--- src/rtl/uart_frame_sequencer.sv ---
// UART-side memory sequencer: writes a received frame to [RX_BASE..RX_LAST], runs the core, sends [TX_BASE..TX_LAST].
// Optional feature macro: UART_SEQ_REPEAT_EN (when defined, DONE rearms for the next frame).
module uart_frame_sequencer #(
  parameter int unsigned ADDR_W      = 20,
  parameter int unsigned RX_BASE     = 0,
  parameter int unsigned RX_LAST     = 65024,
  parameter int unsigned TX_BASE     = 65025,
  parameter int unsigned TX_LAST     = 81153,
  parameter int unsigned FRAME_CNT_W = 8
) (
  input  logic                   clk,
  input  logic                   rst_n,
  input  logic                   rx_start,
  input  logic                   rx_busy,
  input  logic                   rx_done,
  input  logic                   tx_busy,
  input  logic                   tx_done,
  input  logic                   calc_finish,
  output logic [ADDR_W-1:0]      mem_addr,
  output logic                   mem_we,
  output logic                   mem_re,
  output logic                   uart_en,
  output logic                   tx_begin,
  output logic                   start_calc,
  output logic                   frame_done,
  output logic [FRAME_CNT_W-1:0] frame_cnt,
  output logic [3:0]             dbg_state
);

  // Handshakes are level-sampled: each input is looked at only in the state that waits
  // on it, and a waited-for level that is already high is taken on the first cycle.

  localparam logic [ADDR_W-1:0] RX_BASE_A = ADDR_W'(RX_BASE);
  localparam logic [ADDR_W-1:0] RX_LAST_A = ADDR_W'(RX_LAST);
  localparam logic [ADDR_W-1:0] TX_BASE_A = ADDR_W'(TX_BASE);
  localparam logic [ADDR_W-1:0] TX_LAST_A = ADDR_W'(TX_LAST);

  if ((RX_BASE > RX_LAST) || (TX_BASE > TX_LAST) ||
      ((RX_LAST >> ADDR_W) != 0) || ((TX_LAST >> ADDR_W) != 0)) begin : g_bad_params
    $error("uart_frame_sequencer: address ranges must be ordered and fit in ADDR_W bits");
  end

  typedef enum logic [3:0] {
    RX_IDLE   = 4'd0,
    RX_DATA   = 4'd1,
    RX_WRITE  = 4'd2,
    RX_HOLD   = 4'd3,
    RX_ADV    = 4'd4,
    CALC      = 4'd5,
    CALC_WAIT = 4'd6,
    TX_READ   = 4'd7,
    TX_SETTLE = 4'd8,
    TX_START  = 4'd9,
    TX_XFER   = 4'd10,
    TX_ADV    = 4'd11,
    DONE      = 4'd12
  } state_t;

  state_t                 state_q, state_d;
  logic [ADDR_W-1:0]      addr_q, addr_d;
  logic                   we_q, we_d;
  logic                   re_q, re_d;
  logic                   en_q, en_d;
  logic                   begin_q, begin_d;
  logic                   calc_q, calc_d;
  logic                   done_q, done_d;
  logic [FRAME_CNT_W-1:0] cnt_q, cnt_d;

  always_ff @(posedge clk or negedge rst_n) begin
    if (!rst_n) begin
      state_q <= RX_IDLE;
      addr_q  <= RX_BASE_A;
      we_q    <= 1'b0;
      re_q    <= 1'b0;
      en_q    <= 1'b0;
      begin_q <= 1'b0;
      calc_q  <= 1'b0;
      done_q  <= 1'b0;
      cnt_q   <= '0;
    end else begin
      state_q <= state_d;
      addr_q  <= addr_d;
      we_q    <= we_d;
      re_q    <= re_d;
      en_q    <= en_d;
      begin_q <= begin_d;
      calc_q  <= calc_d;
      done_q  <= done_d;
      cnt_q   <= cnt_d;
    end
  end

  always_comb begin
    state_d = state_q;
    addr_d  = addr_q;
    we_d    = we_q;
    re_d    = re_q;
    en_d    = en_q;
    begin_d = begin_q;
    calc_d  = calc_q;
    done_d  = 1'b0;
    cnt_d   = cnt_q;
    case (state_q)
      RX_IDLE:   if (rx_start) state_d = RX_DATA;
      RX_DATA:   if (!rx_busy) state_d = RX_WRITE;
      RX_WRITE: begin
        we_d    = 1'b1;
        en_d    = 1'b1;
        state_d = RX_HOLD;
      end
      RX_HOLD:   state_d = RX_ADV;
      RX_ADV: begin
        if (rx_done) begin
          we_d = 1'b0;
          en_d = 1'b0;
          if (addr_q == RX_LAST_A) begin
            state_d = CALC;
          end else begin
            addr_d  = addr_q + ADDR_W'(1);
            state_d = RX_IDLE;
          end
        end
      end
      CALC: begin
        calc_d  = 1'b1;
        state_d = CALC_WAIT;
      end
      CALC_WAIT: begin
        if (calc_finish) begin
          calc_d  = 1'b0;
          addr_d  = TX_BASE_A;
          state_d = TX_READ;
        end
      end
      TX_READ: begin
        re_d    = 1'b1;
        en_d    = 1'b1;
        state_d = TX_SETTLE;
      end
      TX_SETTLE: state_d = TX_START;
      // tx_begin is held until the TX core acknowledges by going busy.
      TX_START: begin
        if (tx_busy) begin
          begin_d = 1'b0;
          state_d = TX_XFER;
        end else begin
          begin_d = 1'b1;
        end
      end
      TX_XFER:   if (!tx_busy) state_d = TX_ADV;
      TX_ADV: begin
        re_d = 1'b0;
        en_d = 1'b0;
        if (tx_done) begin
          if (addr_q == TX_LAST_A) begin
            done_d  = 1'b1;
            cnt_d   = cnt_q + FRAME_CNT_W'(1);
            state_d = DONE;
          end else begin
            addr_d  = addr_q + ADDR_W'(1);
            state_d = TX_READ;
          end
        end
      end
      DONE: begin
`ifdef UART_SEQ_REPEAT_EN
        addr_d  = RX_BASE_A;
        state_d = RX_IDLE;
`else
        state_d = DONE;
`endif
      end
      default:   state_d = RX_IDLE;
    endcase
  end

  assign mem_addr   = addr_q;
  assign mem_we     = we_q;
  assign mem_re     = re_q;
  assign uart_en    = en_q;
  assign tx_begin   = begin_q;
  assign start_calc = calc_q;
  assign frame_done = done_q;
  assign frame_cnt  = cnt_q;
  assign dbg_state  = state_q;

endmodule
--- config.mk ---
export PLATFORM = sky130hd
export DESIGN_NAME = uart_frame_sequencer
export DESIGN_NICKNAME = d
export VERILOG_FILES = /design/src/rtl/uart_frame_sequencer.sv
export SDC_FILE = /design/constraint.sdc
export NUM_CORES = 1
export LEC_CHECK = 0
export ABC_CLOCK_PERIOD_IN_PS = 6900
export BUFFER_PORTS_ARGS = -buffer_cell sky130_fd_sc_hd__buf_2
export CAP_MARGIN = 5
export CELL_PAD_IN_SITES_DETAIL_PLACEMENT = 0
export CELL_PAD_IN_SITES_GLOBAL_PLACEMENT = 1
export CORE_UTILIZATION = 44
export CTS_CLUSTER_DIAMETER = 120
export CTS_CLUSTER_SIZE = 20
export DETAILED_ROUTE_END_ITERATION = 10
export GPL_TIMING_DRIVEN = 0
export PLACE_DENSITY = 0.95
export SYNTH_ARGS = -nofsm -noshare
export SYNTH_HDL_FRONTEND = slang
export SYNTH_SLANG_ARGS = --single-unit
--- constraint.sdc ---
create_clock -name clk -period 6.9 [get_ports clk]
set_input_delay 0.69 -clock clk [delete_from_list [all_inputs] [get_ports clk]]
set_output_delay 0.69 -clock clk [all_outputs]
set_load 0.01 [all_outputs]
Word level (Yosys, flattened, before mapping)
Index checks and enable logic that the tools add are counted.
- mux-type cells: 26
- equal/unequal tests: 23
- reductions and logical operators: 13
- add/subtract/negate cells: 2
- operators by type and width (operator ; count):
    $mux 20 ; 5
    $pmux 20 s3 ; 1
    $pmux 4 s13 ; 1
    $mux 4 ; 8
    $add 20x1->20 const B ; 1
    $eq 20x16->1 const B ; 1
    $eq 20x17->1 const B ; 1
    $eq 4x4->1 const B ; 5
    $ne 2x2->1 const B ; 9
    $eq 4x3->1 const B ; 4
    $add 8x1->8 const B ; 1
    $eq 4x2->1 const B ; 2
    $reduce_and 7->1 ; 1
    $mux 1 ; 6
    $pmux 1 s2 ; 3
    $reduce_and 2->1 ; 3
    $reduce_and 6->1 ; 1
    $reduce_bool 2->1 ; 3
    $reduce_bool 3->1 ; 2
    $eq 4x1->1 const B ; 1
    $logic_not 4->1 ; 1
    $mux 3 ; 1
    $pmux 1 s3 ; 1
    $reduce_and 3->1 ; 1
    $reduce_or 2->1 ; 1
- word-level logic and storage cells: 73
- output and inout bits: 38
- input port bits: 8
- register bits after elaboration: 38

Depth between registers and ports, before layout
- depth after elaboration: 4
- gate-level depth with buffers: 7
- gate-level depth less buffers: 6

Least setup slack after synthesis
Ideal clock, no wire load.
- path type: flip-flop to flip-flop
- start point: register addr_q[2] (netlist: mem_addr[2])
- end point: register cnt_q[1] (netlist: frame_cnt[1])
- library setup time: 0.125 ns
- stages on the path, launching flop included: 6
- arrival: 2.398 ns
- data required time: 6.775 ns
- slack: 4.377 ns
- path buffers: 1
- period minus slack after synthesis: 2.523 ns
- path through: dfrtp_1 > or4_1 > or4_1 > buf_6 > nor4_4 > mux2_2
- longest elaborated chain between the ends: 2
- RTL lines (item ; RTL line ; source):
    start, declared ; 60 ; logic [ADDR_W-1:0] addr_q, addr_d;
    start signal, assigned ; 82 ; addr_q <= addr_d;
    $eq 20x17->1 ; 155 ; if (addr_q == TX_LAST_A) begin
    $reduce_and 3->1 (no line) ; - ;
    end signal, assigned ; 89 ; cnt_q <= cnt_d;
    end, declared ; 67 ; logic [FRAME_CNT_W-1:0] cnt_q, cnt_d;
No other way between the ends.
A chain may end at the register's enable or synchronous reset.

Worst setup path in the final report
- start point: register addr_q[2] (netlist: mem_addr[2])
- end point: register addr_q[1] (netlist: mem_addr[1])
- longest elaborated chain between the ends: 3
- elaborated cells between the ends (all ways): 5
- those cells by class: eq/ne: 4; reduce/logical: 1
- RTL lines (item ; RTL line):
    $eq 20x17->1 or $eq 20x16->1 (tied branches) ; 155, 116
    $ne 2x2->1 (no line) ; -
    $reduce_and 6->1 (no line) (*) ; -
Mark *: on every way between the ends. The rest lies on a longest branch, timed or not.

==> results.md <==
- Maximum vdd drop: 0.230 mV
- Final Setup Violations: 0
- Max clock buf depth: 2
- GPL Wtd Cong: 0.875
- Clock Tree Root: clkbuf_8
- Pre-antenna DRT Iters: 4
- Max-cap viol count: 0
- Final nets: ~320
- Status: complete, no violations
- Routed via count: 2298
- Syn_nets: between 200 and 300
- RSZ-0062 raised after global routing: no
- Syn Inst Count: 259
- Power Dens Cells: 350 nW/um^2
- Worst flop-to-flop path endpoint: mem_addr[1]$_DFFE_PN0P_
- Crit Path Class: reg -> reg
- Via-to-Cell Ratio: 6.06
- Final ANT Viol Nets: 0
- Util after Layout: 0.564
- Remaining Overflow, GRT: 0
- Worst Hold Path EP: frame_cnt[7]$_DFFE_PN0P_
- Worst Clk Skew: just under 10 ps
- Post-synth EDFFs: 0
- Ys async rst share: 1.00
- Syn avg cell area: about 9 um^2
- Combinational power share: 0.407
- Largest net degree at the start of global routing: 39
- FF-to-FF path depth: 6
- Cts bufs inserted: 5
- Detailed-route DRC error count: 0
- Endpoints failing hold: 0
- Post-route cell area: 2750 um^2
- Setup TNS: 0 ps
- Internal power: 0.000567 W
- Worst hold path cell count: 1
- Most frequent cells in the layout: buf_2, dfrtp_1, o21ai_0
- Row count: 25
- LEAKAGE: around 1.2 nW
- Nature of the critical path startpoint: flop
- Flops & latches, synth: 38
- # diodes: 0
- Vias in the first global route: around 2k
- Area growth syn-to-layout: 19.4%
- Die height: 74.4 um
- Placed cell area: 2610 um^2
- First-pass GRT wire length: 9940 um
- Cts hold-fix bufs: 0
- Initial antenna violation count: 0
- CTS tree: done
- Layout cells sized above 1: 0.202
- Clock power share: 0.239
- Min-delay src: frame_cnt[7]$_DFFE_PN0P_
- Ys flop type: dfrtp_1
- Final min period: about 2900 ps
- Top Ports: 46
- Worst EP arrival: 3030 ps
- # fillers: 486
- Clk_lat worst skew: approximately 300 ps
- Die area: between 5000 and 6000 um^2
- Synth Warn #: 0
- DR iter-0 viols: 222
- Worst Tran Pin Value: 856 ps
- Switching Fraction: 0.411
- Most common cell after layout, fill and taps aside: buf_2
- Post-synth cell types: 52
- P_sw: 0.000396 W
- Reg2reg setup slack: 4020 ps
- Setup bufs post-CTS: 0
- WL/cell: 16.3 um
- Fin crit share: 0.417
- Sequential area share after synthesis: 0.413
- H-tree depth: 2
- PostCTS Resize Cnt: 0
- Max transition margin: 0.429
- Worst R2R Start: mem_addr[2]$_DFFE_PN0P_
- Final slew viol count: 0
- Netlist Area Pre-Place: between 2000 and 2500 um^2
- Core area: 4880 um^2
- Hpwl dp: 4290 um
- CTS clk-pin slew, worst paths: 80 ps
- Hold crit path type: reg -> reg
- Worst setup EP type: flop
- WP data required: 7060 ps
- Seq pwr share: 0.354
- Die Wd: between 70 and 80 um
- Final wirelength: 6180 um
- Sink Count: 38
- Initial Util: 0.472
- Global Route Usage Sum: 0.240
- Fmax: 348 MHz
- IO Port Bufs: 45
- Worst-path fanout max: 10
## per-layer routing
| layer | part of all wire | track usage |
|---|---|---|
| met1 | 0.48 | 0.335 |
| met2 | 0.46 | 0.380 |
| met5 | 0 | 0 |
| met3 | 0.043 | 0.0461 |
| met4 | 0.014 | 0.0692 |
## cells by family after synthesis
kind of cell / count (synthesis) / synth area share
fa+ha+maj: 4 / 0.0217
compound gates: 84 / 0.242
mux: 2 / 0.00923
xor+xnor: 8 / 0.0304
buf+inv: 18 / 0.0331
simple gates: 105 / 0.251
flops: 38 / 0.413
## stage by stage
step                total power, W  std cells  hold slack [ps]  setup WS, ps
global route               0.00103        379              516          3820
floorplan                 0.000592        259              394          4380
finish                    0.000963        379              475          4020
CTS                       0.000962        379              477          4030
global placement          0.000716        371              457          4080
detailed placement        0.000730        371              466          4060
## flip-flops by register name, indices dropped and copies added (netlist names)
register,count
mem_addr,20
frame_cnt,8
dbg_state,4
frame_done,1
mem_re,1
mem_we,1
start_calc,1
tx_begin,1
uart_en,1
## cell type report
class / instances / area (um^2) / area share
multi-input cells: 203 / 1280 / 0.464
flip-flops and latches: 38 / 951 / 0.346
repair buffers: 45 / 225 / 0.0819
well taps: 67 / 83.8 / 0.0305
clock buffers: 5 / 68.8 / 0.0250
clock inverters: 3 / 68.8 / 0.0250
plain buffers: 13 / 57.6 / 0.0209
inverters: 5 / 18.8 / 0.00682
## cells in the mapped netlist (2+ instances only)
cell / count / area (um^2)
and2_1: 4 / 25.0
inv_1: 5 / 18.8
nand4_1: 11 / 68.8
or2_2: 3 / 18.8
buf_1: 2 / 7.51
xor2_1: 2 / 17.5
nand3_1: 12 / 60.1
clkbuf_1: 9 / 33.8
o31ai_1: 13 / 97.6
ha_1: 4 / 50.1
o22a_1: 4 / 35.0
nor2_1: 17 / 63.8
a41oi_1: 2 / 17.5
o21ai_0: 25 / 125
nand2_1: 23 / 86.3
a21boi_0: 2 / 15.0
o211ai_1: 4 / 30.0
nor4_1: 2 / 12.5
nand2b_1: 5 / 31.3
a311o_1: 2 / 20.0
or4_1: 3 / 22.5
or3_1: 2 / 12.5
nand3b_1: 2 / 15.0
xnor2_1: 6 / 52.6
a31oi_1: 8 / 50.1
a21oi_1: 14 / 70.1
nor3_1: 5 / 25.0
dfrtp_1: 38 / 951
and3_1: 7 / 43.8
## critical path: stages, from the launching register on
cell	delay [ps]
dfrtp_1	480
or4_1	540
or4_1	540
buf_6	170
or2_2	300
o21ai_0	520
o21ai_0	190
## power by group through the flow
stage / Sequential, W / Combinational (W) / Clock [W]
2_1_floorplan: 0.000350 / 0.000242 / 0
3_3_place_gp: 0.000339 / 0.000377 / 0
3_5_place_dp: 0.000342 / 0.000387 / 0
4_1_cts: 0.000338 / 0.000390 / 0.000234
5_1_grt: 0.000349 / 0.000441 / 0.000241
6_report: 0.000341 / 0.000392 / 0.000230
## worst max-delay path by stage
stage / endpoint / start
after detailed placement: mem_addr[1]$_DFFE_PN0P_ / mem_addr[2]$_DFFE_PN0P_
after CTS: mem_addr[1]$_DFFE_PN0P_ / mem_addr[2]$_DFFE_PN0P_
after global routing: mem_addr[12]$_DFFE_PN0P_ / dbg_state[3]$_DFFE_PN0P_
after global placement: mem_addr[1]$_DFFE_PN0P_ / mem_addr[2]$_DFFE_PN0P_
final: mem_addr[1]$_DFFE_PN0P_ / mem_addr[2]$_DFFE_PN0P_
after floorplan: frame_cnt[1]$_DFFE_PN0P_ / mem_addr[2]$_DFFE_PN0P_
No activity file was read; power rests on OpenSTA's default activity.
